`config.mk`:
```
export PLATFORM = sky130hd
export DESIGN_NAME = pwm_modulator
export DESIGN_NICKNAME = d
export VERILOG_FILES = /design/src/rtl/pwm_modulator.sv
export SDC_FILE = /design/constraint.sdc
export NUM_CORES = 1
export LEC_CHECK = 0
export ABC_AREA = 1
export CAP_MARGIN = 40
export CORE_AREA = 4 4 147 149
export CTS_BUF_LIST = sky130_fd_sc_hd__clkbuf_16
export DETAILED_ROUTE_END_ITERATION = 10
export DIE_AREA = 0 0 151 153
export PLACE_DENSITY = 0.72
export SKIP_LAST_GASP = 1
export SLEW_MARGIN = 25
export SYNTH_ARGS = -nofsm -noshare
export SYNTH_HDL_FRONTEND = slang
export SYNTH_SLANG_ARGS = --single-unit
```
`constraint.sdc`:
```
create_clock -name clk -period 5.18 [get_ports clk]
set_input_delay 0.777 -clock clk [delete_from_list [all_inputs] [get_ports clk]]
set_output_delay 0.777 -clock clk [all_outputs]
set_load 0.01 [all_outputs]
```
`src/rtl/pwm_modulator.sv`:
```
// Turns Q1.15 u into a dead-time-protected complementary gate pair with a per-period sample trigger.
// Outputs registered (1 cycle); no backpressure: u_valid is always accepted, and an unused overwrite pulses upd_miss.
module pwm_modulator #(
    parameter int W     = 16,
    parameter int CNT_W = 12,
    parameter int DT_W  = 8
) (
    input  logic             clk,
    input  logic             rst_n,
    input  logic             enable,
    input  logic [W-1:0]     u_in,
    input  logic             u_valid,
    input  logic [CNT_W-1:0] period,
    input  logic [DT_W-1:0]  dead_time,
    output logic             pwm_hi,
    output logic             pwm_lo,
    output logic             sample_trig,
    output logic [CNT_W-1:0] duty_cur,
    output logic             upd_miss
);

    typedef enum logic [1:0] {ST_OFF, ST_DT, ST_HI, ST_LO} state_t;

    state_t           state, state_d;
    logic             tgt, tgt_d;
    logic [DT_W-1:0]  dt_cnt, dt_cnt_d;
    logic [CNT_W-1:0] cnt, cnt_d;
    logic [CNT_W-1:0] period_sh, period_act, duty_act, duty_map, duty_full;
    logic [W-1:0]     u_pend;
    logic             pend, pend_d, running, wrap, raw;
    logic [CNT_W:0]   period_p1;
    logic [W+CNT_W-1:0] prod;
    logic [W-2:0]     frac_unused;
    logic             top_unused;

    assign running = enable && (state != ST_OFF);
    assign wrap    = running && (cnt == period_act);
    assign cnt_d   = (!running || wrap) ? '0 : cnt + CNT_W'(1);
    assign raw     = cnt < duty_act;

    // Product of magnitude and (period+1) never reaches (period+1)<<15, so duty stays <= period.
    assign period_p1 = {1'b0, period_sh} + (CNT_W+1)'(1);
    assign prod      = (W+CNT_W)'(u_pend[W-2:0]) * (W+CNT_W)'(period_p1);
    assign {top_unused, duty_full, frac_unused} = prod;
    assign duty_map  = u_pend[W-1] ? '0 : duty_full;

    assign pend_d   = u_valid ? 1'b1 : (wrap ? 1'b0 : pend);
    assign duty_cur = duty_act;

    always_comb begin
        state_d  = state;
        tgt_d    = tgt;
        dt_cnt_d = dt_cnt;
        if (!enable) begin
            state_d  = ST_OFF;
            dt_cnt_d = '0;
        end else begin
            unique case (state)
                ST_OFF: begin
                    state_d  = ST_DT;
                    tgt_d    = raw;
                    dt_cnt_d = '0;
                end
                ST_DT: begin
                    // A raw change mid dead-time restarts it so short pulses never reach a gate.
                    if (raw != tgt) begin
                        tgt_d    = raw;
                        dt_cnt_d = '0;
                    end else if (dt_cnt == dead_time) begin
                        state_d  = tgt ? ST_HI : ST_LO;
                        dt_cnt_d = '0;
                    end else begin
                        dt_cnt_d = dt_cnt + DT_W'(1);
                    end
                end
                ST_HI: begin
                    if (!raw) begin
                        state_d  = ST_DT;
                        tgt_d    = 1'b0;
                        dt_cnt_d = '0;
                    end
                end
                ST_LO: begin
                    if (raw) begin
                        state_d  = ST_DT;
                        tgt_d    = 1'b1;
                        dt_cnt_d = '0;
                    end
                end
                default: state_d = ST_OFF;
            endcase
        end
    end

    always_ff @(posedge clk or negedge rst_n) begin
        if (!rst_n) begin
            state  <= ST_OFF;
            tgt    <= 1'b0;
            dt_cnt <= '0;
        end else begin
            state  <= state_d;
            tgt    <= tgt_d;
            dt_cnt <= dt_cnt_d;
        end
    end

    always_ff @(posedge clk or negedge rst_n) begin
        if (!rst_n) begin
            cnt         <= '0;
            period_sh   <= '0;
            period_act  <= '0;
            duty_act    <= '0;
            u_pend      <= '0;
            pend        <= 1'b0;
            upd_miss    <= 1'b0;
            pwm_hi      <= 1'b0;
            pwm_lo      <= 1'b0;
            sample_trig <= 1'b0;
        end else begin
            cnt       <= cnt_d;
            period_sh <= period;
            if (wrap) begin
                period_act <= period_sh;
                if (pend) duty_act <= duty_map;
            end
            if (u_valid) u_pend <= u_in;
            pend        <= pend_d;
            // A pending value consumed in this same cycle was used, so it is not a miss.
            upd_miss    <= u_valid && pend && !wrap;
            pwm_hi      <= (state_d == ST_HI);
            pwm_lo      <= (state_d == ST_LO);
            sample_trig <= (state_d != ST_OFF) && (cnt_d == '0);
        end
    end

endmodule
```
==> results of run 1 <==
[cell usage after synthesis (2+ instances only)]
library cell / count
nor4_1: 5
nor3_1: 10
o21ai_2: 3
o21bai_1: 7
nand2_1: 387
clkbuf_1: 21
dfrtp_1: 80
nand3b_1: 4
nand3_1: 40
nor2_4: 2
fa_1: 141
inv_2: 2
nand2_2: 6
xor2_1: 17
inv_1: 310
nor3_2: 2
a21oi_1: 25
buf_2: 4
o211ai_1: 2
nor2_2: 5
nor2_1: 131
ha_1: 80
xnor2_1: 12
o21ai_0: 46
nand4_1: 25
or2_2: 4
[what timing repair did]
item,4_1_cts,5_1_grt
setup endpoints to repair,12,12
setup buffers,13,3
resized for setup,105,25
gates cloned,1,0
pin swaps,53,33
[metrics by stage]
stage	utilization [%]	std cells	setup TNS, ns	instance area (sq um)
finish	65.2	1801	-4.20	13200
global route	65.2	1801	-7.19	13200
CTS	64.5	1798	-3.13	13000
detailed placement	60.5	1769	-5.45	12200
global placement	60.4	1768	-4.88	12200
floorplan	-	1380	-0.180	10700
[cell families after synthesis]
group,after synthesis,synth area share (%)
fa+ha+maj,221,36.6
xor+xnor,30,2.59
flops,80,19.2
compound gates,86,4.53
simple gates,623,24.7
buf+inv,340,12.4
[flip-flops by register name, indices dropped and copies added (netlist names), 2 cells and up]
register    count
u_pend         16
state           2
duty_cur       12
period_sh      12
cnt            12
dt_cnt          8
period_act     12
[path summary, 6_finish.rpt]
check                      slack (ns)             end
setup reg to reg                -0.49    duty_cur[11]
min in group clk                 0.49  period_act[11]
max in group asynchronous        4.21             tgt
setup / recovery                -0.49    duty_cur[11]
hold / removal                   0.37    period_sh[0]
hold reg to reg                  0.49  period_act[11]
[critical path: cells and delay by family, from the launching register on]
kind          cells  cell delay [ns]
flops             1             0.38
simple gates     15             1.45
buf+inv           8             0.63
fa+ha+maj         7             2.92
xor+xnor          1             0.16
[cell type report]
| class | count | share of cell area [%] |
|---|---|---|
| timing repair buffer | 162 | 11.3 |
| tap | 270 | 2.57 |
| inverter | 312 | 9.00 |
| multi-input combinational | 961 | 59.6 |
| sequential | 80 | 15.2 |
| clock buffer | 9 | 1.71 |
| clock inverter | 7 | 0.637 |
[layer usage]
layer  wire (um)  vias up
met1       12100     4599
met2       14300      345
li1            -     4415
met4        1030        0
met5           0        -
met3        2130       78
[report_power, final]
part           switching [W]  internal (W)  leakage (nW)  total, W
Sequential         0.0000378      0.000643          1.01  0.000681
Combinational        0.00419       0.00324          5.64   0.00743
Clock               0.000309      0.000385         0.149  0.000694
Total                0.00453       0.00427          6.80   0.00881
==> impl_results.md, run 1 <==
- Status: finished with violations
- Failing checks: setup timing
- H-Tree Depth: 3
- Mapped Area: 10400 sq um
- DP HPWL: 23.1 mm
- Post-DRT Antenna Nets: 0
- Hold_buf cts: 0
- Clock Latency Late Sink: 0.35 ns
- Syn_nets: 1641
- Final Max Slew Viols: 0
- # clock sinks: 80
- Startpoint types: flop
- Chip Height: 153 um
- Clock tree buffer depth: 2
- Initial DRC count: 631
- Grt ovf: 0
- Async set or reset register ratio after synthesis: 100%
- Min cycle time layout: 5.67 ns
- Leak: 6.80 nW
- Post-route DRC: 0
- Critical Path RT: 5.42 ns
- Nets@finish: 1787
- CTS tree: done
- Commonest non-fill, non-tap cell in the layout: nand2_1
- Area leader, netlist: fa_1
- CP peak stage delay: 0.54 ns
- Footprint of the multi-input gates: 7840 sq um
- Crit path launch: period_sh[1]
- Fill count: 1671
- Routed length per instance: 16.4 um
- Post-synthesis sequential element count: 80
- GPL Wtd Cong: 0.944
- Via count: 9437
- Ant diodes: 0
- Place WS: -0.578 ns
- Gr busiest metal: met2
- Main synth FF type: dfrtp_1
- PortBufs: 55
- Total power: 0.00881 W
- Die area: 23100 sq um
- Drt total wl: 29.6 mm
- Fin crit share: 110%
- 1st-pass router iterations: 5
- Post-synth EDFFs: 0
- Unrepaired setup endpoints after global routing: true
- Met3 GRT Util: 4.97%
- Gate Count Post-Synth: 1380
- Area grow syn2layout: 26.1%
- Syn_area_per_cell: 7.56 sq um
- Vias in the first global route: 9691
- Worst-path clk slew: 0.07 ns
- Final worst slack: -0.493 ns
- Crit end category: flop
- HP Class: input pin to async pin
- Least-Margin Pin Slew: 0.604 ns
- Global-route wire length before repair: 48.5 mm
- Maximum Capacitance Violations: 0
- Clock skew: 0.00665 ns
- Rows: 52
- Yosys cell types: 35
- CTS Root Cell: clkbuf_16
- Worst path slowest cell: fa_1
- Max-slew headroom: 59.7%
- Largest net degree at the start of global routing: 53
- Yosys warns: 0
- DR vias/cell: 5.24
- Top cell type's share of synthesized area: 27.1%
- Critical setup path kind: flop to flop
- Crit path arrival time: 5.91 ns
- Critical path fanouts, max: 5
- Most frequent cells in the layout: nand2_1, inv_1, fa_1, nor2_1, buf_4
- CTS buffer count: 9
- Initial antenna violation count: 0
- Seq/Total Area, Yosys: 19.2%
- Gr usage total: 26.7%
- Met1 Use GR: 35.2%
- Reg-to-Reg Start: period_sh[1]
- Synth area leaders: fa_1, dfrtp_1, nand2_1
- Final setup vio count: 12
- Final Hold Viols: 0
- Final hold slack: 0.365 ns
- Worst reg2reg path depth: 31
- Share of cells above drive strength 1: 17.9%
- Worst VDD drop: 0.835 mV
- Chip width: 151 um
- Max Freq: 176 MHz
- Power Density: 670 nW/um^2
- I/O pin count: 56
- Core footprint: 20200 sq um
- Initial Utilization: 51.7%
- Met2 usage: 44.1%
- Register area: 2000 sq um
Power figures use the tool's default switching activity.
==> run 2: changes to the inputs <==
PLACE_DENSITY = 0.73   (was 0.72)
==> impl_results.md, run 2 (synthesis results as in run 1) <==
- Status: finished with violations
- Failing checks: setup timing
- Final Hold Viols: 0 (unchanged)
- Min cycle time layout: 5.66 ns (-0.00927 ns)
- CTS buffer count: 9 (unchanged)
- Power Density: 649 nW/um^2 (-3.1%)
- Largest net degree at the start of global routing: 53 (unchanged)
- DR vias/cell: 5.22 (-0.32%)
- Crit path arrival time: 5.91 ns (about the same)
- Startpoint types: flop
- I/O pin count: 56 (unchanged)
- Max-slew headroom: 60.0% (+0.24 points)
- Design Area, Final: 13200 sq um (+0.31%)
- CTS tree: done
- Top Layer Used: met5
- Total power: 0.00856 W (-2.8%)
- Met1 WL: 12.7 mm (+5.0%)
- Least-Margin Pin Slew: 0.597 ns (-0.00686 ns)
- Register area: 2000 sq um (unchanged)
- Initial DRC count: 612 (-3.0%)
- Met2 wire length: 14.1 mm (-1.1%)
- Final Max Slew Viols: 0 (unchanged)
- DP HPWL: 24.2 mm (+4.9%)
- Drt total wl: 29.8 mm (+0.90%)
- # clock sinks: 80 (unchanged)
- Vias in the first global route: 9981 (+3.0%)
- Critical Path RT: 5.42 ns (about the same)
- Clock Latency Late Sink: 0.35 ns (about the same)
- Core footprint: 20200 sq um (unchanged)
- Global-route wire length before repair: 49.7 mm (+2.5%)
- Ant diodes: 0 (unchanged)
- Worst VDD drop: 0.787 mV (-5.8%)
- 1st-pass router iterations: 5 (unchanged)
- Max Freq: 177 MHz (+0.16%)
- Setup TNS Final: -5.01 ns (-0.809 ns)
- Routed length on met3: 1.89 mm (-11%)
- Gr usage total: 27.3% (+0.58 points)
- Largest reg by FF count: u_pend
- Chip Height: 153 um (unchanged)
- Share of cells above drive strength 1: 18.5% (+0.57 points)
- Initial Utilization: 51.7% (unchanged)
- Area grow syn2layout: 26.5%
- Rows: 52 (unchanged)
- Grt ovf: 0 (unchanged)
- Die area: 23100 sq um (unchanged)
- Critical path fanouts, max: 5 (unchanged)
- H-Tree Depth: 3 (unchanged)
- Crit end category: flop
- Post-DRT Antenna Nets: 0 (unchanged)
- Cell Area, Placed: 12400 sq um (+1.5%)
- PortBufs: 55 (unchanged)
- Chip width: 151 um (unchanged)
- Fill count: 1710 (+2.3%)
- GPL Wtd Cong: 0.965 (+2.1%)
- Final setup vio count: 12 (unchanged)
- Initial antenna violation count: 1 (+1)
- Nets@finish: 1810 (+1.3%)
- CTS Root Cell: clkbuf_16
- Leak: 6.87 nW (+1.0%)
- Routed length per instance: 16.4 um (-0.37%)
- Via count: 9527 (+0.95%)
- Unrepaired setup endpoints after global routing: true
- Number of flip-flops in the largest register: 16 (unchanged)
- Commonest non-fill, non-tap cell in the layout: nand2_1
- Critical setup path kind: flop to flop
- Post-route DRC: 0 (unchanged)
- Footprint of the multi-input gates: 7740 sq um (-1.2%)
- HP Class: input pin to async pin
- Clock skew: 0.0120 ns (+0.00537 ns)
- Most frequent cells in the layout: nand2_1, inv_1, fa_1, nor2_1, buf_4
- Worst-path clk slew: 0.08 ns (about the same)
- Fin crit share: 109% (-0.18 points)
- Maximum Capacitance Violations: 0 (unchanged)
- Clock tree buffer depth: 2 (unchanged)
- Final worst slack: -0.484 ns (+0.00927 ns)
[run 2: changes by cell type in the layout (fill, tap and decap cells not counted), sizes merged]
cell,change
clkinv,+1
nand2,-1
inv,-1
buf,+24
[run 2: per-stage QoR]
step | setup WS [ns] | hold slack (ns) | instances | utilization [%]
final | -0.484 | 0.354 | 1824 | 65.4
after global routing | -0.751 | 0.388 | 1824 | 65.4
after CTS | -0.427 | 0.372 | 1820 | 64.5
after detailed placement | -0.782 | 0.486 | 1798 | 61.4
after global placement | -0.692 | 0.486 | 1797 | 61.3
after floorplan | -0.0621 | 0.462 | 1380 | -
[run 2: layer usage]
layer | GRT usage, % | up-vias
met5 | 0 | -
met4 | 9.76 | 2
met3 | 4.77 | 100
met2 | 43.9 | 343
met1 | 37.1 | 4622
li1 | - | 4460
[run 2: repair_timing]
| item | 4_1_cts | 5_1_grt |
|---|---|---|
| hold buffers | 0 | 0 |
| setup endpoints to repair | 12 | 12 |
| pin swaps | 31 | 32 |
| gates cloned | 0 | 0 |
| buffers inserted | 6 | 4 |
| resized for setup | 64 | 42 |
[run 2: path summary, 6_finish.rpt]
| check | endpoint | start | cells past startpoint | slack (ns) |
|---|---|---|---|---|
| worst max-delay path | duty_cur[4] | period_sh[1] | 27 | -0.48 |
| max in group asynchronous | duty_cur[8] | rst_n | 2 | 4.22 |
| worst min-delay path | u_pend[10] | rst_n | 1 | 0.35 |
| min in group clk | period_act[8] | period_act[8] | 2 | 0.51 |
| worst max register to register | duty_cur[4] | period_sh[1] | 27 | -0.48 |
| worst min register to register | period_act[8] | period_act[8] | 2 | 0.51 |
[run 2: critical path, cell delays in order (launching register included)]
cell     delay, ns
dfrtp_1       0.38
ha_2          0.22
nand2_4       0.06
nor2_4        0.12
nand4_1       0.14
nor2_2        0.20
xor2_2        0.17
buf_6         0.18
buf_6         0.14
nand2_2       0.06
fa_2          0.51
inv_1         0.05
fa_1          0.49
fa_1          0.43
fa_1          0.49
inv_1         0.06
fa_1          0.53
inv_1         0.06
ha_4          0.32
nand2_8       0.08
nor4_4        0.30
nand2_1       0.12
nand2_2       0.11
nand2_2       0.07
nand2_2       0.07
nand2_2       0.06
nand3_2       0.07
nand2_1       0.06
[run 2: report_power, final]
| part | internal (W) | leakage, nW | switching, W |
|---|---|---|---|
| clock network | 0.000384 | 0.149 | 0.000313 |
| registers | 0.000643 | 1.01 | 0.0000349 |
| logic | 0.00313 | 5.71 | 0.00406 |
| total | 0.00416 | 6.87 | 0.00440 |
[run 2: layout make-up]
type	instances	share of cell area [%]
multi-input cells	960	58.7
flip-flops and latches	80	15.2
repair buffers	186	12.3
inverters	312	8.93
well taps	270	2.56
clock buffers	9	1.71
clock inverters	7	0.635
